<file path="src/rtl/boot_loader.sv">
// Boot sequencer: holds the RV32I core in reset, streams a length-prefixed image into IM, then releases it.
// Optional trailing XOR checksum byte is compiled in with `define BOOT_CSUM_EN.
module boot_loader #(
   parameter int ADDR_WIDTH = 10
) (
   input  logic                  clk,
   input  logic                  reset,
   input  logic                  start,
   input  logic [7:0]            rx_data,
   input  logic                  rx_valid,
   output logic                  rx_ready,
   output logic                  im_we,
   output logic [ADDR_WIDTH-1:0] im_addr,
   output logic [31:0]           im_wdata,
   output logic                  cpu_reset,
   output logic                  busy,
   output logic                  done,
   output logic                  error
);

`ifdef BOOT_CSUM_EN
   typedef enum logic [2:0] {IDLE, LEN_LO, LEN_HI, DATA, CSUM, RUN, ERR} state_t;
   localparam state_t TAIL = CSUM;
`else
   typedef enum logic [2:0] {IDLE, LEN_LO, LEN_HI, DATA, RUN, ERR} state_t;
   localparam state_t TAIL = RUN;
`endif

   state_t state_q, state_d;

   logic [7:0]  len_lo;
   logic [15:0] len_q;
   logic [15:0] wcnt;
   logic [1:0]  byte_idx;
   logic [23:0] word_buf;
`ifdef BOOT_CSUM_EN
   logic [7:0]  csum_q;
`endif

   logic [15:0] len_n;
   logic        len_big;
   logic        last_word;
   logic        accept;
   logic        reload;

   assign len_n     = {rx_data, len_lo};
   // Capacity is 2^ADDR_WIDTH words; an exact-fit image is legal.
   assign len_big   = {1'b0, len_n} > (17'd1 << ADDR_WIDTH);
   assign last_word = (wcnt == len_q - 16'd1);
   assign accept    = rx_valid && rx_ready;
   assign reload    = start && (state_q == IDLE || state_q == RUN || state_q == ERR);

   always_ff @(posedge clk or negedge reset) begin
      if (!reset) state_q <= IDLE;
      else        state_q <= state_d;
   end

   always_comb begin
      state_d   = state_q;
      rx_ready  = 1'b0;
      busy      = 1'b0;
      done      = 1'b0;
      error     = 1'b0;
      cpu_reset = 1'b1;
      case (state_q)
         IDLE: if (start) state_d = LEN_LO;
         LEN_LO: begin
            rx_ready = 1'b1;
            busy     = 1'b1;
            if (rx_valid) state_d = LEN_HI;
         end
         LEN_HI: begin
            rx_ready = 1'b1;
            busy     = 1'b1;
            if (rx_valid) begin
               if (len_big)            state_d = ERR;
               else if (len_n == 16'd0) state_d = TAIL;
               else                    state_d = DATA;
            end
         end
         DATA: begin
            rx_ready = 1'b1;
            busy     = 1'b1;
            if (rx_valid && byte_idx == 2'd3 && last_word) state_d = TAIL;
         end
`ifdef BOOT_CSUM_EN
         CSUM: begin
            rx_ready = 1'b1;
            busy     = 1'b1;
            if (rx_valid) state_d = (rx_data == csum_q) ? RUN : ERR;
         end
`endif
         RUN: begin
            done      = 1'b1;
            cpu_reset = 1'b0;
            if (start) state_d = LEN_LO;
         end
         ERR: begin
            error = 1'b1;
            if (start) state_d = LEN_LO;
         end
         default: state_d = IDLE;
      endcase
   end

   always_ff @(posedge clk or negedge reset) begin
      if (!reset) begin
         len_lo   <= '0;
         len_q    <= '0;
         wcnt     <= '0;
         byte_idx <= '0;
         word_buf <= '0;
         im_we    <= 1'b0;
         im_addr  <= '0;
         im_wdata <= '0;
`ifdef BOOT_CSUM_EN
         csum_q   <= '0;
`endif
      end else begin
         im_we <= 1'b0;
         if (reload) begin
            wcnt     <= '0;
            byte_idx <= '0;
`ifdef BOOT_CSUM_EN
            csum_q   <= '0;
`endif
         end
         if (accept) begin
            case (state_q)
               LEN_LO: len_lo <= rx_data;
               LEN_HI: len_q  <= len_n;
               DATA: begin
                  byte_idx <= byte_idx + 2'd1;
`ifdef BOOT_CSUM_EN
                  csum_q   <= csum_q ^ rx_data;
`endif
                  case (byte_idx)
                     2'd0: word_buf[7:0]   <= rx_data;
                     2'd1: word_buf[15:8]  <= rx_data;
                     2'd2: word_buf[23:16] <= rx_data;
                     default: begin
                        // Last lane goes straight to the write port; no need to buffer it.
                        im_we    <= 1'b1;
                        im_addr  <= wcnt[ADDR_WIDTH-1:0];
                        im_wdata <= {rx_data, word_buf};
                        wcnt     <= wcnt + 16'd1;
                     end
                  endcase
               end
               default: ;
            endcase
         end
      end
   end

endmodule

</file>
<file path="config.mk">
export PLATFORM = sky130hd
export DESIGN_NAME = boot_loader
export DESIGN_NICKNAME = d
export VERILOG_FILES = /design/src/rtl/boot_loader.sv
export SDC_FILE = /design/constraint.sdc
export NUM_CORES = 1
export LEC_CHECK = 0
export CAP_MARGIN = 20
export CORE_MARGIN = 1.5
export CORE_UTILIZATION = 45
export CTS_CLUSTER_SIZE = 14
export DETAILED_ROUTE_END_ITERATION = 10
export GPL_TIMING_DRIVEN = 0
export PLACE_DENSITY_LB_ADDON = 0.2
export SLEW_MARGIN = 25
export SYNTH_ARGS = -nofsm -noshare
export SYNTH_HDL_FRONTEND = slang
export SYNTH_SLANG_ARGS = --single-unit
</file>
<file path="constraint.sdc">
create_clock -name clk -period 2.7 [get_ports clk]
set_input_delay 0.54 -clock clk [delete_from_list [all_inputs] [get_ports clk]]
set_output_delay 0.54 -clock clk [all_outputs]
set_load 0.005 [all_outputs]
</file>
==> tab_implementation.tex <==
\begin{tabular}{lr}
\hline
Metric & Value \\
\hline
\multicolumn{2}{l}{\textbf{Status}} \\
\quad Result of the run & completed \\
\multicolumn{2}{l}{\textbf{Layout}} \\
\quad Number of standard cells in the layout, taps in and fillers out & 721 \\
\quad Share of the core filled with cells & 57.26\% \\
\quad Number of nets at the end of the flow & 595 \\
\quad Layout-stage area growth over the synthesis result & 22.86\% \\
\quad Fraction of layout instances using a drive strength above 1 & 17.21\% \\
\quad Number of antenna repair diodes & 0 \\
\multicolumn{2}{l}{\textbf{Drt}} \\
\quad \# DRC & 0 \\
\quad Initial detailed-routing violation count & 146 \\
\quad Total via count after detailed routing & 3788 \\
\quad Vias per cell & 5.254 \\
\quad First-pass iteration count of the detailed router & 5 \\
\quad Number of nets with antenna violations after detailed routing & 0 \\
\quad Final routed wirelength across all metal layers & 11.63 mm \\
\quad Average wire per standard cell & 16.13 µm \\
\multicolumn{2}{l}{\textbf{Timing}} \\
\quad Period utilization & 98.74\% \\
\quad Max Fclk & 375.1 MHz \\
\quad Number of max-slew violations in the final report & 0 \\
\quad Total negative slack for setup checks & 0 ps \\
\quad Final hold violation count & 0 \\
\quad Unrepaired setup endpoints after global routing & true \\
\quad Worst max-slew margin expressed relative to the limit & 34.37\% \\
\quad Clk\_skew & 7.388 ps \\
\quad Slew at the pin closest to its max-slew limit & 975.7 ps \\
\quad Number of endpoints failing setup at the final stage & 0 \\
\quad Hold WS & 93.39 ps \\
\quad Shortest period the worst path allows & 2666 ps \\
\multicolumn{2}{l}{\textbf{Global routing}} \\
\quad Global-route wire length before repair & 19.53 mm \\
\quad Global routing usage summed across all routing layers & 21.59\% \\
\quad Total grt overflow & 0 \\
\quad Number of antenna violations at the first check in global routing & 0 \\
\quad Vias in the first global route & 3796 \\
\quad Largest net degree at the start of global routing & 74 \\
\multicolumn{2}{l}{\textbf{Worst setup path}} \\
\quad Critical Path Start Type & register \\
\quad FF-to-FF path depth & 7 \\
\quad Arrival time reported for the critical path endpoint & 2890 ps \\
\quad Crit Path Class & register to register \\
\quad RR Startpoint & len\_q[4] \\
\quad Worst R2R End & state\_q[0] \\
\quad Internal reg-to-reg setup slack & 30 ps \\
\quad Worst Path Max Fanout & 3 \\
\quad Category of the worst setup path capture point & register \\
\quad Launching element of the worst setup path & len\_q[4] \\
\quad Data required, critical path & 2920 ps \\
\multicolumn{2}{l}{\textbf{Floorplan}} \\
\quad Die H & 109.7 µm \\
\quad Standard-cell row count & 38 \\
\quad Horizontal die dimension & 109.7 µm \\
\quad Core area & 0.01098 mm² \\
\quad Number of primary I/O pins & 60 \\
\quad Die Footprint & 0.01202 mm² \\
\quad Starting density of the core & 46.61\% \\
\multicolumn{2}{l}{\textbf{Power and ir drop}} \\
\quad Leakage & 0.002953 µW \\
\quad Pwr dens & 861.0 mW/mm² \\
\quad Max IR drop VDD & 617.6 µV \\
\quad Total Power Consumption & 5414 µW \\
\multicolumn{2}{l}{\textbf{Synthesis}} \\
\quad Fraction of the mapped netlist area in simple logic gates & 19.97\% \\
\quad Number of enable-type register cells in the synthesized netlist & 0 \\
\quad Main area contributors after synthesis & sky130\_fd\_sc\_hd\_\_dfrtp\_1 55\%, sky130\_fd\_sc\_hd\_\_nand2\_1 11\%, sky130\_fd\_sc\_hd\_\_mux2\_2 10\% \\
\quad Sequential cell area fraction in the yosys report & 54.75\% \\
\quad Post-Synth XOR/XNOR Area & 4.107\% \\
\quad Share of synthesized registers carrying an async set or reset & 100.0\% \\
\quad Area fraction in compound gates after synthesis & 5.475\% \\
\quad Prevailing post-synth register cell & sky130\_fd\_sc\_hd\_\_dfrtp\_1 \\
\quad Largest family of logic cells by synthesized area & simple AND/OR/NAND/NOR gates \\
\quad Leading cell types by count after synthesis & 155 x sky130\_fd\_sc\_hd\_\_nand2\_1, 112 x sky130\_fd\_sc\_hd\_\_dfrtp\_1, 46 x sky130\_fd\_sc\_hd\_\_mux2\_2 \\
\quad Synthesized instance count & 503 \\
\quad Top cell type's share of synthesized area & 54.75\% \\
\quad Number of flip-flops and latches in the synthesized netlist & 112 \\
\quad Post-synth net total & 522 \\
\quad Distinct cells, synth & 50 \\
\quad Synthesized-area fraction occupied by adder cells & 1.711\% \\
\quad Per-instance average area after synthesis & 10.18 µm² \\
\quad Mapped Area & 0.005119 mm² \\
\quad Multiplexer share of the synthesized area & 11.10\% \\
\quad Yosys warnings & 0 \\
\quad Library cell occupying the most area in the post-synthesis netlist & sky130\_fd\_sc\_hd\_\_dfrtp\_1 \\
\quad Top-count cell post-synth & sky130\_fd\_sc\_hd\_\_nand2\_1 \\
\multicolumn{2}{l}{\textbf{Clock network}} \\
\quad TritonCTS clock tree & built \\
\quad Number of clock sinks & 112 \\
\quad Longest Clk Path Bufs & 2 \\
\quad Total CTS buffers & 9 \\
\quad Root buffer cell & sky130\_fd\_sc\_hd\_\_clkbuf\_16 \\
\quad Clock latency at the later pin of the worst-skew pair & 360 ps \\
\quad Maximum level of the CTS H-tree & 3 \\
\quad Register clock-pin slew on the reported worst setup and hold paths & 80 ps \\
\multicolumn{2}{l}{\textbf{Placement}} \\
\quad Final HPWL DP & 8.115 mm \\
\quad Placed cell count & 702 \\
\quad Placer Congestion & 0.8521 \\
\quad Number of I/O port buffers & 58 \\
\multicolumn{2}{l}{\textbf{Run}} \\
\quad Max Cap Violations & 0 \\
\multicolumn{2}{l}{\textbf{Hold path}} \\
\quad Hold crit path type & input port to async pin \\
\hline
\end{tabular}
## final cells by class
type / instances / area, µm²
Buffer: 22 / 96.34
Clock buffer: 11 / 252.7
Clock inverter: 5 / 45.04
Fill cell: 957 / 4695
Inverter: 9 / 37.54
Multi-Input combinational cell: 356 / 2215
Sequential cell: 112 / 2805
Tap cell: 140 / 175.2
Timing Repair Buffer: 66 / 661.9
## metal layers
| layer | global-route usage [%] | routed length [µm] | vias up |
|---|---|---|---|
| li1 | - | - | 1838 |
| met5 | 0 | 0 | - |
| met1 | 29.05 | 5499 | 1867 |
| met3 | 5.394 | 450 | 9 |
| met4 | 5.473 | 118 | 0 |
| met2 | 34.96 | 5561 | 74 |
## where the power goes
part / switching [µW] / leakage (µW) / total (µW) / internal (µW)
combinational: 786 / 0.00132 / 1680 / 893
sequential: 323 / 0.00148 / 2410 / 2090
clock: 630 / 0.000145 / 1320 / 692
## worst max path at each step
stage / end / slack, ps / cells past startpoint
4_1_cts: state_q[2] / -20 / 8
5_1_grt: state_q[2] / -60 / 7
6_report: state_q[0] / 30 / 7
3_5_place_dp: im_wdata[30] / -780 / 10
3_3_place_gp: len_q[4] / -3110 / 1
2_1_floorplan: state_q[0] / 20 / 7
## registers in the layout (all words and copies together), names as in the netlist
name and cells:
wcnt 16, byte_idx 2, len_lo 8, len_q 16
word_buf 24, state_q 3, im_we 1, im_addr 10
im_wdata 32
## critical path, cell delays in order (launching register included)
cell and delay, ps:
sky130_fd_sc_hd__dfrtp_1 420, sky130_fd_sc_hd__or4_4 530, sky130_fd_sc_hd__or3_4 350, sky130_fd_sc_hd__or4_4 430
sky130_fd_sc_hd__a221oi_4 290, sky130_fd_sc_hd__nand3_2 130, sky130_fd_sc_hd__o2111ai_2 260, sky130_fd_sc_hd__o311ai_1 130
## stage by stage
stage,setup WS (ps),cell area [µm²]
4_1_cts,-21.55,6255
5_1_grt,-60.81,6289
6_report,34.01,6289
3_5_place_dp,-783.3,5903
2_1_floorplan,21.48,5119
3_3_place_gp,-3109,5874
## timing repair
item,CTS,global route
setup buffers,6,1
hold buffers,0,0
pin swaps,6,3
endpoints found under the setup margin,52,45
gates resized for setup,8,12
## cell families after synthesis
kind of cell / Yosys count
adder cells (fa/ha/maj): 7
flip-flops: 112
AO/OA/AOI/OAI: 42
multiplexers: 51
AND/OR/NAND/NOR: 232
XOR/XNOR: 24
buffers and inverters: 35
## layout by cell type (no fill, tap or decap), types with 2 or more instances in the layout
| cell | instances |
|---|---|
| sky130_fd_sc_hd__nand2_1 | 155 |
| sky130_fd_sc_hd__dfrtp_1 | 110 |
| sky130_fd_sc_hd__clkdlybuf4s50_1 | 57 |
| sky130_fd_sc_hd__mux2_2 | 46 |
| sky130_fd_sc_hd__o21ai_0 | 17 |
| sky130_fd_sc_hd__nor2_1 | 17 |
| sky130_fd_sc_hd__nand3_1 | 17 |
| sky130_fd_sc_hd__xnor2_1 | 17 |
| sky130_fd_sc_hd__clkbuf_1 | 11 |
| sky130_fd_sc_hd__clkbuf_16 | 9 |
| sky130_fd_sc_hd__inv_1 | 8 |
| sky130_fd_sc_hd__nor3_1 | 8 |
| sky130_fd_sc_hd__buf_4 | 8 |
| sky130_fd_sc_hd__xor2_1 | 7 |
| sky130_fd_sc_hd__a21oi_1 | 6 |
| sky130_fd_sc_hd__ha_1 | 6 |
| sky130_fd_sc_hd__mux2i_1 | 5 |
| sky130_fd_sc_hd__nor4_1 | 5 |
| sky130_fd_sc_hd__buf_2 | 4 |
| sky130_fd_sc_hd__clkbuf_2 | 4 |
| sky130_fd_sc_hd__and3_1 | 3 |
| sky130_fd_sc_hd__nand4_1 | 3 |
| sky130_fd_sc_hd__or3_1 | 3 |
| sky130_fd_sc_hd__or4_4 | 3 |
| sky130_fd_sc_hd__clkinvlp_4 | 2 |
| sky130_fd_sc_hd__and4_1 | 2 |
| sky130_fd_sc_hd__a31oi_1 | 2 |
| sky130_fd_sc_hd__nor3b_1 | 2 |
| sky130_fd_sc_hd__o2111ai_1 | 2 |
| sky130_fd_sc_hd__a211o_1 | 2 |
| sky130_fd_sc_hd__buf_1 | 2 |
| sky130_fd_sc_hd__clkbuf_8 | 2 |
| sky130_fd_sc_hd__inv_6 | 2 |
| sky130_fd_sc_hd__dfrtp_2 | 2 |
Power figures use the tool's default switching activity.
